File: src/rtl/nibble_add_seq.sv
// nibble_add_seq: adds two NIBBLES*4-bit operands one nibble per clock using a
// shared external 4-bit combinational adder, LSB nibble first.
// Ports:
//   clk, rst              clock; synchronous active-high reset
//   start                 request, sampled only while idle
//   op_a, op_b, cin_i     operands and carry-in, captured on accepted start
//   add_a, add_b, add_cin drive the shared adder (zero when not adding)
//   add_s, add_cout       adder results, same cycle
//   busy                  high while a request is in flight (RUN and DONE)
//   done                  one-cycle pulse when sum/cout_o are valid
//   sum, cout_o           result, held until the next accepted start
module nibble_add_seq #(
    parameter int unsigned NIBBLES = 4
) (
    input  logic                   clk,
    input  logic                   rst,
    input  logic                   start,
    input  logic [4*NIBBLES-1:0]   op_a,
    input  logic [4*NIBBLES-1:0]   op_b,
    input  logic                   cin_i,
    output logic [3:0]             add_a,
    output logic [3:0]             add_b,
    output logic                   add_cin,
    input  logic [3:0]             add_s,
    input  logic                   add_cout,
    output logic                   busy,
    output logic                   done,
    output logic [4*NIBBLES-1:0]   sum,
    output logic                   cout_o
);

    localparam int unsigned W     = 4 * NIBBLES;
    localparam int unsigned IDX_W = (NIBBLES > 1) ? $clog2(NIBBLES) : 1;

    typedef enum logic [1:0] {
        S_IDLE = 2'd0,
        S_RUN  = 2'd1,
        S_DONE = 2'd2
    } state_t;

    state_t             r_state;
    state_t             w_state_nxt;
    logic [IDX_W-1:0]   r_idx;
    logic               r_carry;
    logic [W-1:0]       r_a;
    logic [W-1:0]       r_b;
    logic [W-1:0]       r_sum;
    logic               r_cout;

    logic [IDX_W+1:0]   w_shift;
    logic [3:0]         w_nib_a;
    logic [3:0]         w_nib_b;
    logic               w_last;

    // Bit offset of the current nibble (idx*4)
    assign w_shift = {r_idx, 2'b00};
    assign w_nib_a = 4'(r_a >> w_shift);
    assign w_nib_b = 4'(r_b >> w_shift);
    assign w_last  = (r_idx == IDX_W'(NIBBLES - 1));

    // State register
    always_ff @(posedge clk) begin
        if (rst) begin
            r_state <= S_IDLE;
        end else begin
            r_state <= w_state_nxt;
        end
    end

    // Next-state and adder drive; adder inputs are quiet outside RUN
    always_comb begin
        w_state_nxt = r_state;
        add_a       = 4'd0;
        add_b       = 4'd0;
        add_cin     = 1'b0;
        case (r_state)
            S_IDLE: begin
                if (start) begin
                    w_state_nxt = S_RUN;
                end
            end
            S_RUN: begin
                add_a   = w_nib_a;
                add_b   = w_nib_b;
                add_cin = r_carry;
                if (w_last) begin
                    w_state_nxt = S_DONE;
                end
            end
            S_DONE: begin
                w_state_nxt = S_IDLE;
            end
            default: begin
                w_state_nxt = S_IDLE;
            end
        endcase
    end

    // Operand capture and nibble-serial accumulation
    always_ff @(posedge clk) begin
        if (rst) begin
            r_idx   <= '0;
            r_carry <= 1'b0;
            r_a     <= '0;
            r_b     <= '0;
            r_sum   <= '0;
            r_cout  <= 1'b0;
        end else begin
            case (r_state)
                S_IDLE: begin
                    if (start) begin
                        r_a     <= op_a;
                        r_b     <= op_b;
                        r_carry <= cin_i;
                        r_idx   <= '0;
                        r_sum   <= '0;
                        r_cout  <= 1'b0;
                    end
                end
                S_RUN: begin
                    // sum was cleared on start, so OR-ing each nibble in place is exact
                    r_sum   <= r_sum | (W'(add_s) << w_shift);
                    r_carry <= add_cout;
                    r_idx   <= r_idx + IDX_W'(1);
                    if (w_last) begin
                        r_cout <= add_cout;
                    end
                end
                default: begin
                end
            endcase
        end
    end

    assign busy   = (r_state == S_RUN) || (r_state == S_DONE);
    assign done   = (r_state == S_DONE);
    assign sum    = r_sum;
    assign cout_o = r_cout;

endmodule

File: config.mk
export PLATFORM = sky130hd
export DESIGN_NAME = nibble_add_seq
export DESIGN_NICKNAME = d
export VERILOG_FILES = /design/src/rtl/nibble_add_seq.sv
export SDC_FILE = /design/constraint.sdc
export NUM_CORES = 1
export LEC_CHECK = 0
export CORE_UTILIZATION = 50
export CTS_CLUSTER_DIAMETER = 120
export DETAILED_ROUTE_END_ITERATION = 12
export PLACE_DENSITY = 0.88
export SLEW_MARGIN = 40
export SYNTH_ARGS = -nofsm -noshare
export SYNTH_HDL_FRONTEND = slang
export SYNTH_SLANG_ARGS = --single-unit
export TNS_END_PERCENT = 30
File: constraint.sdc
create_clock -name clk -period 2.3 [get_ports clk]
set_input_delay 0.23 -clock clk [delete_from_list [all_inputs] [get_ports clk]]
set_output_delay 0.23 -clock clk [all_outputs]
set_load 0.03 [all_outputs]
==> run metrics <==
Final GP Congestion=0.784; WP data arrival=1.93 ns; dominant cell by count in the synthesized netlist=nand2_1; first-pass GRT wire length=8470 um; clock skew=0.00554 ns; FF-to-FF End=sum[4]; Pre-antenna DRT Iters=4; max cap viols=0; Setup Crit Path Kind=reg -> out; # setup viols final=0; routed vias=2014; drc violations=0; die width=69.5 um; pwr/cell area=962 nW/um2; Critical Path RT=2.07 ns; unrepaired setup endpoints after global routing=false; H-tree depth=2; Sw Ratio=36.1%; switching power total=1070 uW; I/O Buffers=68; Max FO, Critical Path=11; Worst Tran Pin Value=0.612 ns; synthesized cell area=2280 um2; CTS root buf=clkbuf_8; clk sinks=54; Fmax=463 MHz; ys flop type=dfxtp_1; Synth top area share=47.5%; CTS Buffer Depth=2; P&R area growth vs syn=35.7%; Core Box Area=4350 um2; Cell Int Power=1900 uW; number of DRC markers in iteration 0=116; Worst Setup End Kind=output pin; nets=368; worst r2r path cells=5; Skew-Pair Late Insertion Delay=0.31 ns; FF-to-FF Start=r_state[1]; biggest cell delay along the critical path=0.55 ns; Final Hold Viols=0; crit path time final=2.16 ns; gr busiest metal=met2; share of cells above drive strength 1=6.83%; Yosys reg bits=54; met3 Track Usage GR=4.80%; global route overflow=0; R2R setup slack=0.58 ns; Syn Nets=305; number of global-route vias before repair=1888; final wirelength=5110 um; Leak=0.00122 uW; worst vdd ir=0.000479 V; Setup crit end=add_b[3]; sequential share of power=39.4%; slowest stage cell, crit path=mux4_1; std cell rows=24; die area=4830 um2; setup tns final=0 ns; Num CTS Buffers=5; largest net degree at the start of global routing=35; Fin Hold WS=0.456 ns; yosys warns=0; Final Max Slew Viols=0; top post-synthesis cells by count=67 x nand2_1, 54 x dfxtp_1, 37 x a21oi_1; HP Class=reg -> reg; ys async rst share=0%; synthesized netlist cell count=258; Max-Slew Margin vs Limit=59.2%; Ports=69; drt wl/cell=13.7 um; grt met1 use=28.3%; DP Wirelength=3490 um; synth top area cells=dfxtp_1 47%, nand2_1 11%, a21oi_1 8.1%, mux4_1 4.6%, a31oi_1 4.4%; Seq/Total Area, Yosys=47.5%; Critical Path Start Type=register; post-synth cell types=27; initial antenna violation count=0; Post-DRT Antenna Nets=0; CTS tree=done; routed vias/inst=5.39; Die H=69.5 um; worst-path cell chain=buf_4 > mux4_1 > and2_1 > dlygate4sd2_1; Overall Global Routing Usage=22.0%; Post-Syn Area per Cell=8.83 um2; Inserted Diodes=0; Initial Util=52.3%; worst setup path start=r_idx[0]; GR Util met2=36.8%; Gate power share=39.5%; Clk pwr share=21.1%; Post-synth EDFFs=0; area leader, netlist=dfxtp_1; final period utilization=93.9%; Reg clk slew, reported paths=0.09 ns; status=finished clean
power by group through the flow:
stage	combinational [uW]	clock [uW]	sequential, uW
floorplan	805	0	1210
global placement	1140	0	1180
detailed placement	1160	0	1190
CTS	1170	634	1160
global route	1280	672	1190
finish	1170	628	1170
cells by family (layout without fill, tap and decap cells):
| family | after synthesis | after routing | share of synthesized area [%] |
|---|---|---|---|
| fa+ha+maj | 6 | 6 | 3.30 |
| compound gates | 59 | 59 | 14.7 |
| flops | 54 | 54 | 47.5 |
| buf+inv | 21 | 85 | 4.78 |
| simple gates | 108 | 108 | 20.1 |
| mux | 10 | 10 | 9.67 |
what timing repair did:
action | in CTS | in global routing
hold endpoints to repair | 0 | 0
resized for setup | 8 | 2
setup buffers | 0 | 0
hold buffers | 0 | 0
setup endpoints to repair | 9 | 2
per-layer routing:
| layer | vias up | wire (um) |
|---|---|---|
| met1 | 932 | 2210 |
| li1 | 1004 | - |
| met4 | 0 | 78 |
| met5 | - | 0 |
| met2 | 69 | 2530 |
| met3 | 9 | 293 |
final cells by class:
| type | instances | area [um2] |
|---|---|---|
| Sequential cell | 54 | 1080 |
| Fill cell | 361 | 1260 |
| Tap cell | 52 | 65.1 |
| Clock inverter | 2 | 37.5 |
| Clock buffer | 6 | 72.6 |
| Timing Repair Buffer | 75 | 727 |
| Multi-Input combinational cell | 183 | 1100 |
| Inverter | 2 | 7.51 |
flip-flops by register name, summed over array words and instances (netlist names):
name,count
r_state,2
cout_o,1
r_a,16
r_b,16
sum,16
r_idx,2
r_carry,1
worst min-delay path by stage:
stage               cells past startpoint  endpoint  slack (ns)     from
floorplan                               2    r_a[0]        0.37  op_a[0]
global placement                        2   r_a[10]        0.44  r_a[10]
detailed placement                      2    r_a[7]        0.44   r_a[7]
CTS                                     3    r_a[2]        0.46  op_a[2]
global route                            3    r_b[7]        0.47  op_b[7]
finish                                  2    r_a[7]        0.46   r_a[7]
worst max-delay path, delay by kind of cell (launching register included):
| kind | cells | cell delay, ns |
|---|---|---|
| muxes | 1 | 0.55 |
| and+or+nand+nor | 1 | 0.18 |
| DFF | 1 | 0.34 |
| buffers and inverters | 2 | 0.54 |
metrics by stage:
| stage | area, um2 | worst slack, ns | util [%] | cells | power [uW] |
|---|---|---|---|---|---|
| 3_3_place_gp | 2970 | 0.216 | 68.3 | 366 | 2310 |
| 2_1_floorplan | 2280 | 0.723 | - | 258 | 2020 |
| 5_1_grt | 3090 | 0.0600 | 71.0 | 374 | 3140 |
| 3_5_place_dp | 2970 | 0.201 | 68.3 | 366 | 2340 |
| 6_report | 3090 | 0.140 | 71.0 | 374 | 2970 |
| 4_1_cts | 3080 | 0.0122 | 70.7 | 374 | 2970 |
cell usage in the layout, fill, tap and decap left out, drive strengths merged:
master and n:
a31oi 16, and2b 1, o221a 1, dlygate4sd2 7
nand3b 1, buf 7, mux2 1, and2 11
dlymetal6s2s 1, nor2 20, nand2 67, mux4 8
clkbuf 6, a32oi 1, nand2b 2, clkinvlp 1
mux2i 1, clkdlybuf4s50 60, o31ai 1, nand4 1
o21bai 1, dfxtp 54, o21ai 2, nand3 2
ha 6, nor2b 3, a21oi 37, inv 2
bufinv 1
No activity file was read; power rests on OpenSTA's default activity.
